[src/rtl/silife_edge_link.sv]
// -----------------------------------------------------------------------------
// silife_edge_link
//
// Serial edge transceiver for one side (N/E/S/W) of a cell-grid tile. It
// answers the grid controller's edge-sync protocol. During each sync window it:
//   - captures the local boundary cells plus one corner cell,
//   - shifts them out LSB-first, one bit per sync-clock rising edge,
//   - shifts the neighbour's bits in at the same time,
//   - publishes the received frame in parallel once all N = WIDTH+1 bits
//     have been exchanged.
//
// Protocol (all controller signals are asynchronous to clk):
//   - The controller raises i_sync_active_syn to open a window.
//   - This block answers by raising o_busy and driving bit 0 on
//     o_sync_out_syn.
//   - On every rising edge of i_sync_clk_syn the neighbour's bit on
//     i_sync_in_syn is taken, and the next local bit is driven one clk
//     after the edge is seen.
//   - o_busy drops when the N-th bit has been received. The controller
//     keeps the window open while o_busy is high.
//   - Dropping i_sync_active_syn before N edges aborts the frame: no
//     o_done pulse, and o_cells/o_corner keep their old value.
//   - A new frame needs active to go low and then high again.
//
// Ports:
//   clk                 system clock
//   reset_n             asynchronous active-low reset
//   i_sync_clk_syn      serial bit clock from the controller (async)
//   i_sync_active_syn   sync window from the controller (async)
//   i_sync_in_syn       serial data from the neighbour (async)
//   o_sync_out_syn      serial data to the neighbour (registered)
//   o_busy              high while an exchange is in progress
//   i_cells             local edge cells, sampled on the window-open cycle
//   i_corner            local corner cell, sent last
//   o_cells             neighbour edge cells, updated on frame completion
//   o_corner            neighbour corner cell, updated on frame completion
//   o_done              one-cycle pulse when o_cells/o_corner update
// -----------------------------------------------------------------------------
module silife_edge_link #(
  parameter int WIDTH = 8
) (
  input  logic             clk,
  input  logic             reset_n,
  input  logic             i_sync_clk_syn,
  input  logic             i_sync_active_syn,
  input  logic             i_sync_in_syn,
  output logic             o_sync_out_syn,
  output logic             o_busy,
  input  logic [WIDTH-1:0] i_cells,
  input  logic             i_corner,
  output logic [WIDTH-1:0] o_cells,
  output logic             o_corner,
  output logic             o_done
);

  localparam int N  = WIDTH + 1;
  localparam int CW = $clog2(N + 1);

  typedef enum logic [1:0] {
    ST_IDLE  = 2'd0,
    ST_SHIFT = 2'd1,
    ST_DONE  = 2'd2,
    ST_WAIT  = 2'd3
  } state_e;

  // ---------------------------------------------------------------------------
  // Synchronisers.
  // Clock, active and data all go through two flops, so the data seen with a
  // detected clock edge is the value that was present at that edge.
  // The third flop on clock and active keeps the previous synced level for
  // edge detection.
  // ---------------------------------------------------------------------------
  logic [2:0] sclk_sync_q, sclk_sync_d;
  logic [2:0] act_sync_q,  act_sync_d;
  logic [1:0] din_sync_q,  din_sync_d;

  always_comb begin
    sclk_sync_d = {sclk_sync_q[1:0], i_sync_clk_syn};
    act_sync_d  = {act_sync_q[1:0],  i_sync_active_syn};
    din_sync_d  = {din_sync_q[0],    i_sync_in_syn};
  end

  logic sclk_rise;
  logic act_rise;
  logic act_fall;
  logic act_level;
  logic in_synced;

  assign sclk_rise = sclk_sync_q[1] & ~sclk_sync_q[2];
  assign act_rise  = act_sync_q[1]  & ~act_sync_q[2];
  assign act_fall  = ~act_sync_q[1] &  act_sync_q[2];
  assign act_level = act_sync_q[1];
  assign in_synced = din_sync_q[1];

  // ---------------------------------------------------------------------------
  // Frame state.
  // o_sync_out_syn always holds the bit currently on the wire. tx_sr_q holds
  // only the bits still to be sent, so the register is N-1 bits wide.
  // state_q is kept as a named enum so the FSM can be probed directly.
  // ---------------------------------------------------------------------------
  state_e           state_q,    state_d;
  logic [CW-1:0]    cnt_q,      cnt_d;
  logic [N-2:0]     tx_sr_q,    tx_sr_d;
  logic [N-1:0]     rx_sr_q,    rx_sr_d;
  logic             sync_out_q, sync_out_d;
  logic             busy_q,     busy_d;
  logic [WIDTH-1:0] cells_q,    cells_d;
  logic             corner_q,   corner_d;
  logic             done_q,     done_d;

  logic [N-1:0]     load_frame;

  assign load_frame = {i_corner, i_cells};

  always_comb begin
    state_d    = state_q;
    cnt_d      = cnt_q;
    tx_sr_d    = tx_sr_q;
    rx_sr_d    = rx_sr_q;
    sync_out_d = sync_out_q;
    busy_d     = busy_q;
    cells_d    = cells_q;
    corner_d   = corner_q;
    done_d     = 1'b0;

    case (state_q)
      ST_IDLE: begin
        // Sync-clock edges are ignored until a window opens.
        if (act_rise) begin
          sync_out_d = load_frame[0];
          tx_sr_d    = load_frame[N-1:1];
          cnt_d      = '0;
          busy_d     = 1'b1;
          state_d    = ST_SHIFT;
        end
      end

      ST_SHIFT: begin
        // An abort takes priority over a sync-clock edge in the same cycle.
        if (act_fall) begin
          busy_d     = 1'b0;
          sync_out_d = 1'b0;
          state_d    = ST_IDLE;
        end else if (sclk_rise) begin
          rx_sr_d    = {in_synced, rx_sr_q[N-1:1]};
          sync_out_d = tx_sr_q[0];
          tx_sr_d    = tx_sr_q >> 1;
          cnt_d      = cnt_q + CW'(1);
          if (cnt_q == CW'(N - 1)) begin
            state_d = ST_DONE;
          end
        end
      end

      ST_DONE: begin
        cells_d    = rx_sr_q[WIDTH-1:0];
        corner_d   = rx_sr_q[WIDTH];
        done_d     = 1'b1;
        busy_d     = 1'b0;
        sync_out_d = 1'b0;
        state_d    = ST_WAIT;
      end

      ST_WAIT: begin
        // Further sync-clock edges in this window are ignored. Watching the
        // active level here (not its edge) lets a new act_rise be seen only
        // after active has really gone low.
        if (!act_level) begin
          state_d = ST_IDLE;
        end
      end

      default: begin
        busy_d     = 1'b0;
        sync_out_d = 1'b0;
        state_d    = ST_IDLE;
      end
    endcase
  end

  always_ff @(posedge clk or negedge reset_n) begin
    if (!reset_n) begin
      sclk_sync_q <= '0;
      act_sync_q  <= '0;
      din_sync_q  <= '0;
      state_q     <= ST_IDLE;
      cnt_q       <= '0;
      tx_sr_q     <= '0;
      rx_sr_q     <= '0;
      sync_out_q  <= 1'b0;
      busy_q      <= 1'b0;
      cells_q     <= '0;
      corner_q    <= 1'b0;
      done_q      <= 1'b0;
    end else begin
      sclk_sync_q <= sclk_sync_d;
      act_sync_q  <= act_sync_d;
      din_sync_q  <= din_sync_d;
      state_q     <= state_d;
      cnt_q       <= cnt_d;
      tx_sr_q     <= tx_sr_d;
      rx_sr_q     <= rx_sr_d;
      sync_out_q  <= sync_out_d;
      busy_q      <= busy_d;
      cells_q     <= cells_d;
      corner_q    <= corner_d;
      done_q      <= done_d;
    end
  end

  assign o_sync_out_syn = sync_out_q;
  assign o_busy         = busy_q;
  assign o_cells        = cells_q;
  assign o_corner       = corner_q;
  assign o_done         = done_q;

endmodule

[config.mk]
export PLATFORM = sky130hd
export DESIGN_NAME = silife_edge_link
export DESIGN_NICKNAME = d
export VERILOG_FILES = /design/src/rtl/silife_edge_link.sv
export SDC_FILE = /design/constraint.sdc
export NUM_CORES = 1
export LEC_CHECK = 0
export CORE_MARGIN = 5
export CORE_UTILIZATION = 55
export CTS_CLUSTER_SIZE = 30
export DETAILED_ROUTE_END_ITERATION = 8
export GPL_TIMING_DRIVEN = 1
export PLACE_DENSITY_LB_ADDON = 0.2
export SLEW_MARGIN = 10
export SYNTH_ARGS = -nofsm -noshare
export SYNTH_HDL_FRONTEND = slang
export SYNTH_SLANG_ARGS = --single-unit
export TNS_END_PERCENT = 50
[constraint.sdc]
create_clock -name clk -period 5.8 [get_ports clk]
set_input_delay 0.58 -clock clk [delete_from_list [all_inputs] [get_ports clk]]
set_output_delay 0.58 -clock clk [all_outputs]
set_load 0.02 [all_outputs]
# Word-level counts from Yosys, hierarchy flattened
# Index checks and enable logic that the tools add are counted.
# Widths: inputs -> output; s select.
[totals]
memories = 0
input_bits = 14
word_cells = 61
register_bits = 43
out_inout_bits = 12
mem_bits_ro = 0
latchBits = 0
ram_bits = 0
[classes]
shift = 0
div = 0
n_mul = 0
reduce_logical = 8
n_bitwise = 7
n_mux = 22
n_eq_ne = 11
add_sub_neg = 1
magnitude_cmp = 0
[op_table]
columns = ["cell", "count"]
rows = [
  ["$mux 8", 3],
  ["$pmux 8 s2", 1],
  ["$mux 4", 3],
  ["$mux 2", 5],
  ["$ne 2x2->1 const B", 5],
  ["$reduce_and 3->1", 3],
  ["$pmux 2 s4", 1],
  ["$pmux 4 s2", 1],
  ["$reduce_and 4->1", 2],
  ["$mux 1", 6],
  ["$ne 3x3->1 const B", 2],
  ["$pmux 1 s3", 2],
  ["$add 4x1->4 const B", 1],
  ["$eq 2x2->1 const B", 2],
  ["$eq 4x4->1 const B", 1],
  ["$not 1->1", 4],
  ["$and 1x1->1", 3],
  ["$reduce_bool 3->1", 1],
  ["$eq 2x1->1 const B", 1],
  ["$logic_not 2->1", 1],
  ["$reduce_bool 2->1", 1],
]

# Depth between registers and ports, before layout
[depth]
word_depth = 5
ltp_mapped = 6
mapped_depth_nobuf = 5

# Least setup slack after synthesis
# Ideal clock, no wire load.
[synth_timing]
kind = "flip-flop to flip-flop"
from = "reg state_q[0]"
to = "reg tx_sr_q[0]"
path_stages_with_launch = 7
arrival_ps = 1678
path_slack_ps = 3997
path_buffers = 1
t_required_ps = 5675
setup_time_ps = 125
period_less_slack_ps = 1803
path_cell_list = "dfrtp_1 inv_1 ha_1 or3b_1 buf_6 o21ai_4 mux2_4"
[synth_via]
elab_chain_cells = 3
elab_cells_between_ends = 8
classes_between = "eq/ne: 4; mux: 1; reduce/logical: 3"
[synth_lines]
columns = ["element", "line_no", "source"]
rows = [
  ["start, declared", "101", "state_e state_q, state_d;"],
  ["start signal, assigned", "199", "state_q <= state_d;"],
  ["$eq 2x1->1 or $logic_not 2->1 (tied branches)", "126", "case (state_q)"],
  ["$ne 2x2->1 (no source line) or $reduce_bool 2->1 (tied branches)", "n/a", ""],
  ["$reduce_and 4->1 (no source line)", "n/a", ""],
  ["end signal, assigned", "201", "tx_sr_q <= tx_sr_d;"],
  ["end, declared", "103", "logic [N-2:0] tx_sr_q, tx_sr_d;"],
]
# Parallel ways exist; a longest one is shown, timed or not.
# A chain may end at the register's enable or synchronous reset.

==> impl_metrics.csv <==
group,metric,value,unit
job,maxCapViolCount,0,
clock_network,cts_resized,0,
final_layout,final_util,66.63,%
worst_setup_path,slowest_delay,450,ps
grt,grt_antenna_before_repair,0,
sta,rsz0062_at_grt,"no",
sta,finalClockSkew,11.62,ps
floorplan,die_y,68.14,um
yosys,synthTopCellsByCount,"43 x dfrtp_1, 26 x mux2_2, 7 x ha_1, 7 x inv_1, 7 x mux2_4",
yosys,async_flop_share,100.0,%
floorplan,rows,21,
sta,fin_crit_sh,36.62,%
detailed_routing,route.vias.total,1091,
clock_network,cts_tree,"yes",
floorplan,initial_core_util,56.16,%
sta,hold_viol,0,
worst_setup_path,rrSetupSlack,3680,ps
yosys,seq_area_frac_synth,57.87,%
yosys,syn_inst,132,
detailed_routing,drtPass1Iterations,4,
detailed_routing,wl_per_cell,14.65,um
sta,setup_tns,0,ps
grt,grt_pass1_vias,1138,
floorplan,die_w,68.14,um
grt,grt_usage,15.61,%
yosys,yosys_warnings,0,
power,power_density,386.9,nW/um2
worst_setup_path,path_buf_inv,1,
yosys,yosysTopAreaCellShare,57.87,%
clock_network,ctsHoldBuffers,0,
clock_network,post_cts_buffers,0,
yosys,yosys.area.top_type,"dfrtp_1",
final_layout,area_growth,18.64,%
clock_network,clock_sinks,43,
yosys,synth.most_common_cell,"dfrtp_1",
detailed_routing,drt_iter0_drc,49,
worst_setup_path,end_kind,"register",
detailed_routing,drt_drc_violations_left,0,
yosys,synth_area_leaders,"dfrtp_1 58%, mux2_2 16%, mux2_4 5.7%",
final_layout,fin_nets,182,
worst_setup_path,cp-start-kind,"register",
worst_setup_path,cp.arrival,2380,ps
worst_setup_path,path_delay_family,"simple AND/OR/NAND/NOR gates",
clock_network,clockBufferDepth,2,
grt,grt_max_degree,44,
sta,tightestPinTransition,912.8,ps
worst_setup_path,path_max_fanout,11,
clock_network,cts_made_buffers,5,
grt,grt_pass1_wl,5.250,mm
power,ir_worst_vdd,0.0002140,V
yosys,synth-edff-count,0,
detailed_routing,antenna_left,0,
sta,timing.final.crit_period,2124,ps
clock_network,clockRootBuffer,"clkbuf_4",
floorplan,io_pins,26,
worst_setup_path,path_cells,"inv_1, ha_1, nand2_1, nor2_2, mux2_2",
yosys,avgSynthCellArea,14.09,um2
status,outcome,"completed",
floorplan,dieArea,4643,um2
power,p_leak,1.027,nW
worst_setup_path,slowest_stage,"dfrtp_1",
floorplan,core_area,3311,um2
sta,fmax,0.4708,GHz
detailed_routing,wl,3.047,mm
clock_network,clk_latency,360,ps
min_path,hp-class,"in2async",
sta,slew_viol_final,0,
sta,slew_headroom,39.15,%
power,power,0.8535,mW
yosys,yosys_register_bits,43,
clock_network,cts.clk_slew.worst_paths,130,ps
placement,port_buffers,25,
worst_setup_path,crit_type,"reg2reg",
grt,overflow,0,
yosys,syn_nets,153,
final_layout,diodes,0,
yosys,syn_area,1859,um2
placement,gp_congestion,0.8136,
yosys,synth_top_flop_cell,"dfrtp_1",
detailed_routing,vias_per_cell,5.245,
sta,setup_viol,0,
worst_setup_path,cp_data_required_time,6050,ps
final_layout,drive_above_1_share,28.40,%
clock_network,h-tree-depth,2,
yosys,ys_types,31,
placement,dp_hpwl,2.155,mm
-- kinds of logic after synthesis --
group,after synthesis,synth area share (%)
and+or+nand+nor,21,6.462
adders and majority gates,7,4.710
muxes,36,23.01
buffers and inverters,10,2.490
DFF,43,57.87
AOI/OAI and AO/OA,15,5.451
-- final timing paths --
check,from,end,cells after the start
min in group clk,sclk_sync_q[0]$_DFF_PN0_,sclk_sync_q[1]$_DFF_PN0_,0
max reg2reg,register,rx_sr_q[6]$_DFFE_PN0P_,5
max,register,rx_sr_q[6]$_DFFE_PN0P_,5
min,reset_n,cnt_q[0]$_DFFE_PN0P_,1
min reg2reg,sclk_sync_q[0]$_DFF_PN0_,sclk_sync_q[1]$_DFF_PN0_,0
max in group asynchronous,reset_n,rx_sr_q[6]$_DFFE_PN0P_,1
-- final cells by class --
cell class	instances	area, um2
Inverter	7	26.28
Sequential cell	43	1076
Fill cell	268	1105
Clock inverter	3	26.28
Clock buffer	5	37.54
Tap cell	46	57.56
Multi-Input combinational cell	79	737.0
Timing Repair Buffer	25	245.2
-- state kept, by name, indices dropped and copies added (netlist names), named ones only --
signal          count
rx_sr_q             9
o_cells             8
tx_sr_q             8
cnt_q               4
act_sync_q          3
sclk_sync_q         3
din_sync_q          2
o_busy              1
o_corner            1
o_done              1
o_sync_out_syn      1
state_q             1
-- layout by cell type (no fill, tap or decap), types with 2 or more instances in the layout --
cell             count
a31oi_1              2
clkbuf_4             5
clkdlybuf4s50_1     24
dfrtp_1             43
ha_1                 7
inv_1                7
inv_6                3
mux2_2              26
mux2_4               7
mux2i_1              3
nand2_1              6
nand3_1              3
nor2_1               2
o21ai_0              5
o22ai_1              2
-- per-stage QoR --
step                area, um2  hold slack (ps)  setup WS (ps)  cells
finish                   2206            334.1           3676    208
global route             2206            381.5           3498    208
CTS                      2206            347.5           3637    208
detailed placement       2142            340.3           3627    200
global placement         2142            334.5           3750    200
floorplan                1859            284.4           3997    132
-- routing by layer --
metal / vias up / share of wire (%) / global-route usage, %
li1: 520 / - / -
met1: 541 / 43 / 19.49
met2: 24 / 50 / 24.79
met3: 6 / 5.5 / 5.090
met4: 0 / 1.7 / 6.700
met5: - / 0 / 0
-- where the power goes --
part	internal [mW]	total (mW)	switching [mW]
registers	0.375	0.427	0.0523
logic	0.154	0.270	0.116
clock network	0.0520	0.156	0.104
total	0.581	0.854	0.273
No activity file was read; power rests on OpenSTA's default activity.
